--- src/rtl/lpc_dec.sv ---
// LPC synthesis: 10th-order all-pole filter driven by a pitch impulse train or LFSR noise.
// One output sample per accepted strobe. The computation takes 13 clocks: EXC, then 10 MAC cycles, then OUT.
module lpc_dec #(
  parameter int COEF_FRAC   = 13,
  parameter int PULSE_AMP   = 8192,
  parameter int NOISE_SHIFT = 2,
  parameter int ACC_W       = 40
)(
  input  logic               clk,
  input  logic               rst,
  input  logic signed [15:0] A0,
  input  logic signed [15:0] A1,
  input  logic signed [15:0] A2,
  input  logic signed [15:0] A3,
  input  logic signed [15:0] A4,
  input  logic signed [15:0] A5,
  input  logic signed [15:0] A6,
  input  logic signed [15:0] A7,
  input  logic signed [15:0] A8,
  input  logic signed [15:0] A9,
  input  logic signed [15:0] A10,
  input  logic               voiced,
  input  logic [15:0]        freq_count,
  input  logic               load,
  input  logic               v,
  output logic signed [15:0] y,
  output logic               vout,
  output logic               busy,
  output logic               overrun
);

  typedef enum logic [1:0] {IDLE, EXC, MAC, OUT} state_t;

  localparam logic signed [ACC_W-1:0] SAT_HI = ACC_W'(32767);
  localparam logic signed [ACC_W-1:0] SAT_LO = ACC_W'(-32768);

  state_t state, state_nxt;

  logic signed [15:0] a_in [0:10];
  logic signed [15:0] a_sh [0:10];
  logic signed [15:0] a_pd [0:10];
  logic               vc_sh, vc_pd, pend;
  logic [15:0]        per_sh, per_pd;
  logic [15:0]        pcnt, cnt_nxt;
  logic [15:0]        lfsr, lfsr_nxt;
  logic signed [15:0] hist [0:9];
  logic [3:0]         kidx;
  logic signed [ACC_W-1:0] acc, acc_sh, prod_x;
  logic signed [15:0] e, ma, mb, ysat;
  logic signed [31:0] prod;

  always_comb begin
    a_in[0] = A0; a_in[1] = A1; a_in[2] = A2; a_in[3] = A3;
    a_in[4] = A4; a_in[5] = A5; a_in[6] = A6; a_in[7] = A7;
    a_in[8] = A8; a_in[9] = A9; a_in[10] = A10;
  end

  always_ff @(posedge clk or negedge rst) begin
    if (!rst) state <= IDLE;
    else      state <= state_nxt;
  end

  always_comb begin
    state_nxt = state;
    case (state)
      IDLE:    if (v) state_nxt = EXC;
      EXC:     state_nxt = MAC;
      MAC:     if (kidx == 4'd9) state_nxt = OUT;
      OUT:     state_nxt = IDLE;
      default: state_nxt = IDLE;
    endcase
  end

  assign busy = (state != IDLE);

  // The pitch counter is not touched by load, so pitch phase is continuous across frames.
  always_comb begin
    e        = '0;
    cnt_nxt  = pcnt;
    lfsr_nxt = lfsr;
    if (vc_sh) begin
      if (per_sh == 16'd0) begin
        cnt_nxt = '0;
      end else if (pcnt == 16'd0) begin
        e       = 16'(PULSE_AMP);
        cnt_nxt = per_sh - 16'd1;
      end else begin
        cnt_nxt = pcnt - 16'd1;
      end
    end else begin
      e        = $signed(lfsr) >>> NOISE_SHIFT;
      lfsr_nxt = {lfsr[14:0], lfsr[15] ^ lfsr[13] ^ lfsr[12] ^ lfsr[10]};
      cnt_nxt  = '0;
    end
  end

  // A single multiplier serves both the gain product (EXC) and the predictor taps (MAC).
  always_comb begin
    ma     = (state == EXC) ? e     : a_sh[kidx + 4'd1];
    mb     = (state == EXC) ? a_sh[0] : hist[kidx];
    prod   = 32'(ma) * 32'(mb);
    prod_x = {{(ACC_W-32){prod[31]}}, prod};
    acc_sh = acc >>> COEF_FRAC;
    if (acc_sh > SAT_HI)      ysat = 16'sh7FFF;
    else if (acc_sh < SAT_LO) ysat = 16'sh8000;
    else                      ysat = acc_sh[15:0];
  end

  always_ff @(posedge clk or negedge rst) begin
    if (!rst) begin
      for (int i = 0; i < 11; i++) begin
        a_sh[i] <= '0;
        a_pd[i] <= '0;
      end
      for (int i = 0; i < 10; i++) hist[i] <= '0;
      vc_sh   <= 1'b0;
      vc_pd   <= 1'b0;
      per_sh  <= '0;
      per_pd  <= '0;
      pend    <= 1'b0;
      pcnt    <= '0;
      lfsr    <= 16'hACE1;
      acc     <= '0;
      kidx    <= '0;
      y       <= '0;
      vout    <= 1'b0;
      overrun <= 1'b0;
    end else begin
      vout    <= 1'b0;
      overrun <= v && (state != IDLE);
      if (state == IDLE) begin
        if (load) begin
          for (int i = 0; i < 11; i++) a_sh[i] <= a_in[i];
          vc_sh  <= voiced;
          per_sh <= freq_count;
        end
      end else begin
        if (load) begin
          for (int i = 0; i < 11; i++) a_pd[i] <= a_in[i];
          vc_pd  <= voiced;
          per_pd <= freq_count;
          pend   <= 1'b1;
        end
        // A load arriving on the OUT edge itself is the newest value and goes straight in.
        if (state == OUT && (load || pend)) begin
          for (int i = 0; i < 11; i++) a_sh[i] <= load ? a_in[i] : a_pd[i];
          vc_sh  <= load ? voiced : vc_pd;
          per_sh <= load ? freq_count : per_pd;
          pend   <= 1'b0;
        end
      end
      case (state)
        EXC: begin
          acc  <= prod_x;
          pcnt <= cnt_nxt;
          lfsr <= lfsr_nxt;
          kidx <= '0;
        end
        MAC: begin
          acc  <= acc - prod_x;
          kidx <= kidx + 4'd1;
        end
        OUT: begin
          y    <= ysat;
          vout <= 1'b1;
          for (int i = 9; i > 0; i--) hist[i] <= hist[i-1];
          hist[0] <= ysat;
        end
        default: ;
      endcase
    end
  end

endmodule

--- config.mk ---
export PLATFORM = sky130hd
export DESIGN_NAME = lpc_dec
export DESIGN_NICKNAME = d
export VERILOG_FILES = /design/src/rtl/lpc_dec.sv
export SDC_FILE = /design/constraint.sdc
export NUM_CORES = 2
export LEC_CHECK = 0
export BUFFER_PORTS_ARGS = -buffer_cell sky130_fd_sc_hd__clkbuf_2
export CAP_MARGIN = 20
export CORE_MARGIN = 1.5
export CORE_UTILIZATION = 50
export CTS_BUF_LIST = sky130_fd_sc_hd__clkbuf_8
export DETAILED_ROUTE_END_ITERATION = 16
export PLACE_DENSITY_LB_ADDON = 0.08
export SETUP_SLACK_MARGIN = 0.1
export SYNTH_ARGS = -nofsm -noshare
export SYNTH_HDL_FRONTEND = slang
export SYNTH_SLANG_ARGS = --single-unit
--- constraint.sdc ---
create_clock -name clk -period 10.92 [get_ports clk]
set_input_delay 3.276 -clock clk [delete_from_list [all_inputs] [get_ports clk]]
set_output_delay 3.276 -clock clk [all_outputs]
set_load 0.01 [all_outputs]
==> metrics.csv <==
stage,metric,value,unit
timing,setup_viol,0,
critical_path,crit_slowest_cell,fa_1,
grt,antenna_found_initial,6,
clocking,cts_buffers,111,
synthesis,syn_area_per_cell,9.60,sq um
synthesis,synthTopCellsByArea,"dfrtp_1, fa_1, nand2_1",
detailed_routing,vias_per_cell,5.45,
clocking,ctsHtreeMaxLevel,3,
clocking,insertion_delay,780,ps
layout,drive_gt1_share,17.8,%
timing,hold_viol_final,0,
place,pre_cts_ws,84.8,ps
grt,grt_util_all_layers,26.0,%
clocking,ctsHoldBuffers,0,
timing,maxClockFrequency,96.1,MHz
critical_path,endpoint_kind,flop,
place,place_congestion,0.922,
synthesis,syn_area,41600,sq um
detailed_routing,vias,30900,
die,pin_count,216,
detailed_routing,routed_wl,110000,um
layout,fin_area,46500,sq um
die,start_util,50.6,%
timing,relSlewSlack,27.3,%
clocking,cts_tree,done,
grt,grt_pass1_vias,30400,
place,placed_area,43800,sq um
synthesis,yosys_warnings,0,
critical_path,critPathLaunchType,flop,
synthesis,ys_types,99,
timing,period_share,95.3,%
timing,setup_tns,0,ps
place,port_buffers,215,
grt,grt.overflow.total,0,
critical_path,arrival,11070,ps
timing,slew_viol_final,0,
clocking,cts_max_path_buffers,3,
timing,rsz0062_at_grt,yes,
detailed_routing,avgRoutedWirePerCell,19.4,um
grt,grt_max_degree,281,
timing,finalCriticalPeriod,10410,ps
critical_path,cp-startpoint,kidx[1]$_DFFE_PN0P_,
layout,multi_input_area,23500,sq um
detailed_routing,drtIter0Drc,2430,
critical_path,path_class,flop to flop,
clocking,cts_root_buf,clkbuf_8,
layout,area_growth,11.9,%
timing,whs,468,ps
die,die_w,291,um
synthesis,synth_area_leader_cell,dfrtp_1,
timing,tightest_slew,1090,ps
layout,finalNetCount,5078,
grt,grt_pass1_wl,174000,um
detailed_routing,detail-route-antenna-nets,0,
synthesis,synth.net_count,4900,
critical_path,worstPathRequired,11580,ps
detailed_routing,drt_first_pass_iters,6,
synthesis,synth.yosys.seq_area_share,37.8,%
place,dp.final_hpwl,79700,um
layout,num-fill-cells,7365,
flow_run,drv_cap,0,
synthesis,ys_async_sr_fraction,100,%
timing,finalWorstSetupSlack,512,ps
critical_path,reg2reg_setup_slack,510,ps
critical_path,max_stage_delay,560,ps
status,status,completed,
die,die_area,84800,sq um
die,die_y,291,um
die,core_region_area,82100,sq um
clocking,clk_pin_slew_worst_paths,60,ps
clocking,cts_sinks,627,
synthesis,netlist_instances,4329,
synthesis,synthFlopType,dfrtp_1,
min_path,hp-class,flop to flop,
die,row_count,105,
min_path,hold_start,lfsr[11]$_DFFE_PN1P_,
detailed_routing,detail_route.drc_violations,0,
critical_path,r2r_start,kidx[1]$_DFFE_PN0P_,
timing,clock_skew,42.1,ps
synthesis,synth_top_cell_area_share,37.3,%
critical_path,crit_fanout,25,
synthesis,synth_edf_count,0,
layout,ff_latch_area,15700,sq um
synthesis,ys_ff_latch,627,
==> critical path, delay by kind of cell (launching register included) <==
| kind | cells | cell delay (ps) |
|---|---|---|
| flip-flops | 1 | 440 |
| adder cells (fa/ha/maj) | 10 | 4370 |
| XOR/XNOR | 1 | 230 |
| AO/OA/AOI/OAI | 14 | 2540 |
| AND/OR/NAND/NOR | 7 | 1400 |
| buffers and inverters | 9 | 940 |
| multiplexers | 1 | 390 |
==> kinds of logic after synthesis <==
logic type,synth area share (%)
buf+inv,6.01
xor+xnor,1.26
flops,37.8
mux,14.0
simple gates,14.4
fa+ha+maj,16.2
compound gates,10.4
==> area by class of cell <==
cell class	instances	area share, %
clock inverter	60	0.891
timing repair buffer	336	4.76
tap	1070	2.88
sequential	627	33.8
clock buffer	138	4.08
antenna	5	0.0269
multi-input combinational	3063	50.6
inverter	368	2.97
==> Yosys cell counts (18+ instances only) <==
master    number
o21ai_0      257
o211ai_1      18
o22ai_1       41
mux4_2        64
o21a_1        30
nand3_1       38
ha_1         111
buf_1         25
mux2_2       163
a31oi_1       29
a21oi_1      120
nor2_1       270
nor3_1        21
xnor2_1       40
mux2i_1      252
fa_1         263
a22o_1        18
clkbuf_1     215
nand2_1      992
a21o_1        30
dfrtp_1      619
nand2b_1      24
inv_1        367
==> metal layers <==
layer | global-route usage, % | up-vias | share of wire (%)
li1 | - | 14800 | -
met1 | 38.2 | 15100 | 47
met2 | 40.0 | 800 | 45
met3 | 3.73 | 185 | 5.3
met4 | 7.75 | 6 | 3.1
met5 | 0 | - | 0.038
==> flip-flops by register name (all words and copies together) (netlist names), 2 cells and up <==
| name | flops |
|---|---|
| per_sh | 16 |
| per_pd | 16 |
| state | 2 |
| hist | 160 |
| a_sh | 176 |
| lfsr | 16 |
| acc | 40 |
| kidx | 4 |
| a_pd | 176 |
| pcnt | 16 |
==> through the flow <==
stage               std cells  utilization, %
CTS                      5643            56.2
finish                   5667            56.6
detailed placement       5445            53.4
global route             5667            56.6
floorplan                4329               -
global placement         5445            53.4
==> layout by cell type, fill, tap and decap left out, drive strengths merged, types with 111 or more instances in the layout <==
cell type / n
mux2i: 252
fa: 263
mux2: 163
nand2: 992
a21oi: 121
dfrtp: 619
buf: 119
o21ai: 274
clkbuf: 355
nor2: 271
inv: 406
ha: 111
==> final timing paths <==
| path | cells past startpoint | to |
|---|---|---|
| worst max register to register | 42 | acc[39]$_DFFE_PN0P_ |
| worst max-delay path | 42 | acc[39]$_DFFE_PN0P_ |
| min in group asynchronous | 1 | acc[34]$_DFFE_PN0P_ |
| worst min register to register | 2 | lfsr[11]$_DFFE_PN1P_ |
| worst min-delay path | 2 | lfsr[11]$_DFFE_PN1P_ |
| max in group asynchronous | 3 | a_sh[39]$_DFFE_PN0P_ |
==> timing repair <==
item / 4_1_cts / 5_1_grt
gates cloned: 0 / 3
resized for setup: 3 / 24
pin swaps: 0 / 3
buffers inserted: 0 / 16
endpoints found under the setup margin: 2 / 13
Power is left out: the tool's default activity adds up to more than one toggle a clock period on the data nets, which glitch-free logic cannot reach.
